$ cat src/rtl/keypad_pkg.sv
// Shared constants and key-index mapping for the keypad input path.
// The key encoder uses the same mapping, so res bit order is fixed here.
package keypad_pkg;

  localparam int KP_ROWS = 4;
  localparam int KP_COLS = 4;
  localparam int KP_KEYS = KP_ROWS * KP_COLS;

  function automatic int key_index(input int col, input int row);
    return col * KP_ROWS + row;
  endfunction

endpackage

$ cat src/rtl/keypad_scanner_if.sv
// Matrix lines and debounced key state between the scanner and its neighbours.
interface keypad_scanner_if;
  import keypad_pkg::*;

  logic [KP_ROWS-1:0] H;
  logic [KP_COLS-1:0] V;
  logic [KP_KEYS-1:0] res;
  logic               frame;

  modport master (input H, output V, res, frame);
  modport slave  (output H, input V, res, frame);

endinterface

$ cat src/rtl/keypad_debounce_cell.sv
// Debounce state for a single key. A raw value that disagrees with the held
// state must persist for DEB_COUNT consecutive samples before it is adopted.
module keypad_debounce_cell #(
  parameter int DEB_COUNT = 4,
  parameter int CNT_W     = 3
) (
  input  logic Clock,
  input  logic Reset,
  input  logic sample_en,
  input  logic raw,
  output logic state
);

  logic [CNT_W-1:0] cnt;

  // Any agreeing sample throws away a partial run, so glitches never land.
  always_ff @(posedge Clock or negedge Reset) begin
    if (!Reset) begin
      cnt   <= '0;
      state <= 1'b0;
    end else if (sample_en) begin
      if (raw == state) begin
        cnt <= '0;
      end else if (cnt == CNT_W'(DEB_COUNT - 1)) begin
        state <= raw;
        cnt   <= '0;
      end else begin
        cnt <= cnt + 1'b1;
      end
    end
  end

endmodule

$ cat src/rtl/keypad_scanner.sv
// 4x4 matrix scanner: drives one column at a time, samples the synchronized
// rows at the end of each dwell and debounces every key independently.
module keypad_scanner
  import keypad_pkg::*;
#(
  parameter int SCAN_DIV  = 1000,
  parameter int DEB_COUNT = 4,
  parameter int CNT_W     = 3
) (
  input logic              Clock,
  input logic              Reset,
  keypad_scanner_if.master kp
);

  localparam int DIV_W = $clog2(SCAN_DIV);
  localparam int COL_W = $clog2(KP_COLS);

  logic [KP_ROWS-1:0] h_meta;
  logic [KP_ROWS-1:0] h_s;
  logic [DIV_W-1:0]   div;
  logic [COL_W-1:0]   col;
  logic [COL_W-1:0]   col_next;
  logic               sample;
  logic [KP_KEYS-1:0] state_vec;

  assign sample   = (div == DIV_W'(SCAN_DIV - 1));
  assign col_next = col + 1'b1;

  // Rows are idle-high, so the synchronizer resets to "nothing pressed".
  always_ff @(posedge Clock or negedge Reset) begin
    if (!Reset) begin
      h_meta <= '1;
      h_s    <= '1;
    end else begin
      h_meta <= kp.H;
      h_s    <= h_meta;
    end
  end

  always_ff @(posedge Clock or negedge Reset) begin
    if (!Reset) begin
      div      <= '0;
      col      <= '0;
      kp.V     <= 4'b1110;
      kp.frame <= 1'b0;
    end else begin
      kp.frame <= sample && (col == COL_W'(KP_COLS - 1));
      if (sample) begin
        div  <= '0;
        col  <= col_next;
        kp.V <= ~(4'b0001 << col_next);
      end else begin
        div <= div + 1'b1;
      end
    end
  end

  for (genvar c = 0; c < KP_COLS; c++) begin : g_col
    for (genvar r = 0; r < KP_ROWS; r++) begin : g_row
      keypad_debounce_cell #(
        .DEB_COUNT(DEB_COUNT),
        .CNT_W    (CNT_W)
      ) u_cell (
        .Clock    (Clock),
        .Reset    (Reset),
        .sample_en(sample && (col == COL_W'(c))),
        .raw      (~h_s[r]),
        .state    (state_vec[key_index(c, r)])
      );
    end
  end

  assign kp.res = state_vec;

endmodule

$ cat src/flat_wrapper.sv
// flat-port wrapper written by rule: the top's interface ports become plain ports
module keypad_scanner_flat import keypad_pkg::*;
#(
  parameter int SCAN_DIV  = 1000,
  parameter int DEB_COUNT = 4,
  parameter int CNT_W     = 3
)
  (Clock, Reset, kp_H, kp_V, kp_res, kp_frame);
  keypad_scanner_if kp_i ();
  input logic Clock;
  input logic Reset;
  input wire logic [$bits(kp_i.H)-1:0] kp_H;
  output wire logic [$bits(kp_i.V)-1:0] kp_V;
  output wire logic [$bits(kp_i.res)-1:0] kp_res;
  output wire logic [$bits(kp_i.frame)-1:0] kp_frame;
  assign kp_i.H = kp_H;
  assign kp_V = kp_i.V;
  assign kp_res = kp_i.res;
  assign kp_frame = kp_i.frame;
  keypad_scanner #(.SCAN_DIV(SCAN_DIV), .DEB_COUNT(DEB_COUNT), .CNT_W(CNT_W)) u_core (.Clock(Clock), .Reset(Reset), .kp(kp_i));
endmodule
$ cat config.mk
export PLATFORM = sky130hd
export DESIGN_NAME = keypad_scanner_flat
export DESIGN_NICKNAME = d
export VERILOG_FILES = /design/src/rtl/keypad_pkg.sv /design/src/rtl/keypad_scanner_if.sv /design/src/rtl/keypad_debounce_cell.sv /design/src/rtl/keypad_scanner.sv /design/src/flat_wrapper.sv
export SDC_FILE = /design/constraint.sdc
export NUM_CORES = 1
export LEC_CHECK = 0
export BUFFER_PORTS_ARGS = -buffer_cell sky130_fd_sc_hd__buf_4
export CORE_ASPECT_RATIO = 0.8
export CORE_UTILIZATION = 45
export DETAILED_ROUTE_END_ITERATION = 16
export SLEW_MARGIN = 20
export SYNTH_ARGS = -nofsm -noshare
export SYNTH_HDL_FRONTEND = slang
export SYNTH_HIERARCHICAL = 1
export SYNTH_SLANG_ARGS = --single-unit
export TNS_END_PERCENT = 1
$ cat constraint.sdc
create_clock -name Clock -period 5.26 [get_ports Clock]
set_input_delay 0.526 -clock Clock [delete_from_list [all_inputs] [get_ports Clock]]
set_output_delay 0.526 -clock Clock [all_outputs]
set_load 0.02 [all_outputs]
After elaboration in Yosys (flattened, before gate mapping)
Index checks and enable logic that the tools add are counted.
{"block": "op_classes", "n_addsub": 18, "mul": 0, "n_div": 0, "order_cmp": 0, "n_eq_ne": 36, "shifts": 1, "n_mux": 33, "n_bitwise": 21, "reduce_logical": 21}
{"operator": "two-way mux 3 bit", "n": 32}
{"operator": "adder 3 x 1 -> 3 bit, second input constant", "n": 16}
{"operator": "equality test 3 x 2 -> 1 bit, second input constant", "n": 16}
{"operator": "AND reduction 3 bit", "n": 16}
{"operator": "inverter 1 bit", "n": 20}
{"operator": "equality test 1 bit", "n": 16}
{"operator": "adder 10 x 1 -> 10 bit, second input constant", "n": 1}
{"operator": "equality test 10 bit, second input constant", "n": 1}
{"operator": "two-way mux 10 bit", "n": 1}
{"operator": "equality test 2 bit, second input constant", "n": 2}
{"operator": "logical AND 1 bit", "n": 4}
{"operator": "inverter 4 bit", "n": 1}
{"operator": "left shift 1 x 2 -> 4 bit, first input constant", "n": 1}
{"operator": "adder 2 x 1 -> 2 bit, second input constant", "n": 1}
{"operator": "equality test 2 x 1 -> 1 bit, second input constant", "n": 1}
{"operator": "logical NOT 2 bit", "n": 1}
{"block": "word_totals", "regBits": 89, "latchBits": 0, "ram_bits": 0, "romBits": 0, "inputBits": 6, "output_inout_bits": 21, "memories": 0}

Longest topological paths before layout
{"block": "depth", "ltp_word": 4, "depth_mapped": 7, "depth_no_buf": 6}

By module
Netlist, hierarchy kept.
{"module": "keypad_debounce_cell", "instances": 16, "cells_each": 18, "area_each_um2": 200.2, "seq_area_each_um2": 100.1}
{"module": "keypad_scanner", "instances": 1, "cells_each": 90, "area_each_um2": 1112.3, "seq_area_each_um2": 639.4}

Worst setup path after synthesis
OpenSTA, ideal clock, no wires.
{"block": "synth_timing", "path_kind": "flip-flop to flip-flop", "start": "register u_core.div[0]", "end": "register u_core.g_col[3].g_row[0].u_cell.state", "arrival_ns": 2.236, "required_ns": 5.135, "slack_ns": 2.899, "stages_incl_launch_ff": 8, "synth_period_minus_slack_ns": 2.361, "cell_sequence": "dfrtp_1 > ha_1 > nand4bb_4 > nor3_4 > buf_6 > and2_1 > nand3b_1 > mux2_4"}
{"block": "synth_via", "elab_chain_len": 3}
{"item": "start, declared", "line_no": "keypad_scanner.sv:20", "text": "logic [DIV_W-1:0] div;"}
{"item": "start signal, assigned", "line_no": "keypad_scanner.sv:53", "text": "div <= div + 1'b1;"}
{"item": "equality test 10 bit", "line_no": "keypad_scanner.sv:26", "text": "assign sample = (div == DIV_W'(SCAN_DIV - 1));"}
{"item": "logical AND 1 bit", "line_no": "keypad_scanner.sv:66", "text": ".sample_en(sample && (col == COL_W'(c))),"}
{"item": "AND reduction 3 bit (no line)"}
{"item": "end signal, assigned", "line_no": "keypad_debounce_cell.sv:25", "text": "state <= raw;"}
{"item": "end, declared", "line_no": "keypad_debounce_cell.sv:11", "text": "output logic state"}
No other way between the ends.
A chain may end at the register's enable or synchronous reset.

Worst setup path in the final report
{"block": "layout_timing", "start": "register u_core.div[0]", "end": "register u_core.g_col[3].g_row[3].u_cell.state"}
{"block": "layout_via", "elab_chain_len": 3}
{"item": "equality test 10 bit", "line_no": "keypad_scanner.sv:26"}
{"item": "logical AND 1 bit", "line_no": "keypad_scanner.sv:66"}
{"item": "AND reduction 3 bit (no line)"}
{"item": "end signal, assigned", "line_no": "keypad_debounce_cell.sv:25"}
{"item": "end, declared", "line_no": "keypad_debounce_cell.sv:11"}
No other way between the ends.

==> summary by stage <==
Timing
The transition time at the pin with the least slew margin is 848.2 ps. The final-report hold violation count is 0. Setup repair after global routing left no endpoint under its margin. The shortest clock period the worst path allows after layout is 2833 ps.

The final worst setup slack is 2427 ps. The relative max-transition margin is 43.45%. The final critical path takes up 53.86% of the cycle. On the final layout, the worst hold slack is 64.58 ps. The clock arrives with 6.648 ps of skew.

Timing would allow up to 353.0 MHz. The count of final max-slew check failures is 0. The post-route setup TNS is 0 ps. Setup violations remaining at the end of the flow were counted as 0.

Yosys
The average instance in the mapped netlist occupies 11.42 sq um. Summing the sequential cell areas from Yosys gives 51.93% of the chip area. The number of synthesized flops with an enable pin is 0. In the synthesized netlist the async set-or-reset flop fraction comes to 100.0%. The dominant synthesized flop cell is dfrtp_1.

Counting distinct cell types in the post-synthesis netlist gives 34. In this run the cell area of the synthesized design comes to 4315 sq um. The net count of the mapped netlist is 407. The post-synthesis register bit count is 89. The number of instances in the synthesized netlist is 378. Yosys printed 6 warnings.

Global routing
The via count of the first global-routing pass is 2497. The total routing resource utilization after global routing is 15.05%. For this run, global-route usage on met2 was measured as 24.60%. For this run the aggregate overflow at the end of global routing stands at 0. The first global-routing pass estimated 11550 um of wire.

After global routing, the most crowded layer is met2. The initial antenna violation count was 0. The global-route track usage on met3 is 4.497%.

For this run, global-route usage on met1 was measured as 19.46%. Entering global routing, the biggest net connects 69 pins.

Final layout
The layout cell share with drive strength beyond 1 is 17.38%. The growth of design area from synthesis to finish is 15.02%. In the layout the commonest cells are 78 x dfrtp_1, 48 x nand2b_1, 45 x inv_1, 32 x o22ai_1, 27 x buf_4. For this run, the post-layout net count is 444. The number of antenna diodes is 0. The fill cell total of the finished layout is 792. Once layout is complete, the utilization of the core stands at 53.99%. The count of cells in the finished layout, fillers not included, comes to 535. The leading cell type in the layout, fill and taps excluded is dfrtp_1.

Clocking
The clock root buffer is clkbuf_16. Buffers added to address setup during post-CTS repair amount to 0. After clock tree synthesis, the repair step resized 0 gates. The number of buffers created by CTS is 9. At the later pin of the worst-skew pair, clock insertion delay measures 340 ps. The maximum root-to-sink buffer count is 2. The clock tree synthesis step divided the H-tree into 3 levels.

Clock tree synthesis found a total of 89 sinks. The CTS tree is yes. The number of buffers added to fix hold violations after cts is 0. The register clock-pin slew on the reported worst setup and hold paths is 60 ps.

Setup path
The top fanout value on the critical path is 25. By startpoint and endpoint, the worst setup path is classified as reg -> reg. The startpoint type of the worst setup path is a register. For the worst setup path, the data required time is 5480 ps. The critical path data arrival time is 3060 ps.

The endpoint class of the critical path is a register.

Floorplan
The height of the die is 89.59 um. The region available for standard cell placement spans 9193 sq um. The starting density of the core is 46.94%. The floorplan has 31 rows. The overall die area is 9988 sq um. The top-level port count is 27. The die is 111.5 um wide.

Outcome
The flow ran to the end, but the final reports show violations. The final reports fail on DRC.

Power
The part of the total power dissipated in combinational logic is 2.4%. Summed over all cells, the static leakage comes to 2.239 nW. Summed over all nets, the switching power comes to 0.2811 mW. For this design the ratio of total power to cell area is 281.0 nW/um^2. The switching share of power is 20.15%. The worst-case IR drop observed on VDD is 190.2 uV. The sequential share of power is 49.5%. The clock group share of total power is 48.1%. The internal power summed over all cells is 1.114 mW.

Detailed routing
For this run, the detailed router's first-pass iteration total came to 10. The detail route stage leaves a number of antenna-violating nets equal to 0. The first routing iteration left 139 violations. After detailed routing, the number of remaining DRC violations is 4. Dividing the detail-routed via count by the number of cells gives 4.983. The total number of vias is 2666.

Dividing the detail-routed wire length by the instance count gives 12.98 um. The final layout contains routed wiring with a total length of 6945 um.

Flow run
The total of max-cap violations is 0.

Placed design
The post-placement worst setup slack is 2373 ps. In this run, placement finished with an instance count of 519. Input and output buffers added on the ports amount to 26.

The routability congestion estimate from global placement is 0.6971. The post-detailed-placement half-perimeter wirelength is 4589 um.

Min path
The path type of the worst min-delay path is in -> async.
sequential cells by signal, summed over array words and instances (netlist names):
register	flops
u_core/col	2
u_core/div	10
u_core/g_col.g_row.u_cell/cnt	48
u_core/g_col.g_row.u_cell/state	16
u_core/h_meta	4
u_core/h_s	4
u_core/kp.V	4
u_core/kp.frame	1
critical path, cell delays in order (launching register included):
cell and delay [ps]:
dfrtp_1 390, ha_1 280, nand4bb_4 160, nor3_4 620, and2_1 730, nand3b_1 200
mux2_4 330
power groups by stage:
stage          clock, mW  sequential [mW]  combinational (mW)
2_1_floorplan          0            0.703              0.0126
3_3_place_gp           0            0.703              0.0346
3_5_place_dp           0            0.703              0.0348
4_1_cts            0.697            0.691              0.0348
5_1_grt            0.716            0.691              0.0382
6_report           0.671            0.691              0.0331
metal layers:
layer  vias to the layer above  routed length (um)
met5                         -                   0
met1                      1258                3539
met2                        37                3084
met4                         0                  83
met3                         8                 238
li1                       1363                   -
cells by family after synthesis:
logic type                 count (synthesis)  synth area share [%]
xor gates and xnor gates                  20                 4.059
buffers and inverters                     46                 4.175
and+or+nand+nor                          122                 17.57
AOI/OAI and AO/OA                         57                 8.843
adders and majority gates                 23                 6.669
DFF                                       89                 51.93
muxes                                     21                 6.756
synthesized netlist by cell type (2+ instances only):
library cell / n / area (sq um)
nor2_1: 2 / 7.510
nand3_1: 5 / 25.02
mux2i_1: 4 / 40.04
nand4_1: 2 / 12.51
and2_1: 4 / 25.02
mux2_4: 16 / 240.2
o31ai_1: 16 / 120.1
dfstp_2: 11 / 289.0
a21oi_1: 2 / 10.01
ha_1: 23 / 287.8
nor2b_1: 17 / 106.4
xor2_1: 2 / 17.52
nand2b_1: 48 / 300.3
o21ai_0: 3 / 15.01
nand3b_1: 16 / 120.1
inv_1: 45 / 168.9
o22ai_1: 32 / 200.2
xnor2_1: 18 / 157.7
dfrtp_1: 78 / 1952
nand2_1: 20 / 75.07
final timing paths:
kind                                            start                                            endpoint  slack (ps)  cells after the start
max                           u_core/div[0]$_DFF_PN0_   u_core/g_col[3].g_row[3].u_cell/state$_DFFE_PN0P_        2430                      6
min                                             Reset                             u_core/div[8]$_DFF_PN0_          60                      1
max reg2reg                   u_core/div[0]$_DFF_PN0_   u_core/g_col[3].g_row[3].u_cell/state$_DFFE_PN0P_        2430                      6
min reg2reg                u_core/h_meta[3]$_DFF_PN1_                             u_core/h_s[3]$_DFF_PN1_         350                      0
max in group asynchronous                       Reset  u_core/g_col[0].g_row[2].u_cell/cnt[1]$_DFFE_PN0P_        4050                      2
min in group Clock                            kp_H[1]                          u_core/h_meta[1]$_DFF_PN1_         290                      1
stage by stage:
stage / total power [mW] / instance area (sq um)
2_1_floorplan: 0.7159 / 4315
3_3_place_gp: 0.7378 / 4651
3_5_place_dp: 0.7380 / 4651
4_1_cts: 1.422 / 4964
5_1_grt: 1.445 / 4964
6_report: 1.395 / 4964
final cells by class:
cell class / instances / area, sq um / area share [%]
repair buffers: 27 / 202.7 / 4.084
clock buffers: 11 / 232.7 / 4.689
multi-input cells: 243 / 1894 / 38.16
inverters: 45 / 168.9 / 3.403
well taps: 115 / 143.9 / 2.899
clock inverters: 5 / 80.08 / 1.613
flip-flops and latches: 89 / 2241 / 45.15
No activity file was read; power rests on OpenSTA's default activity.
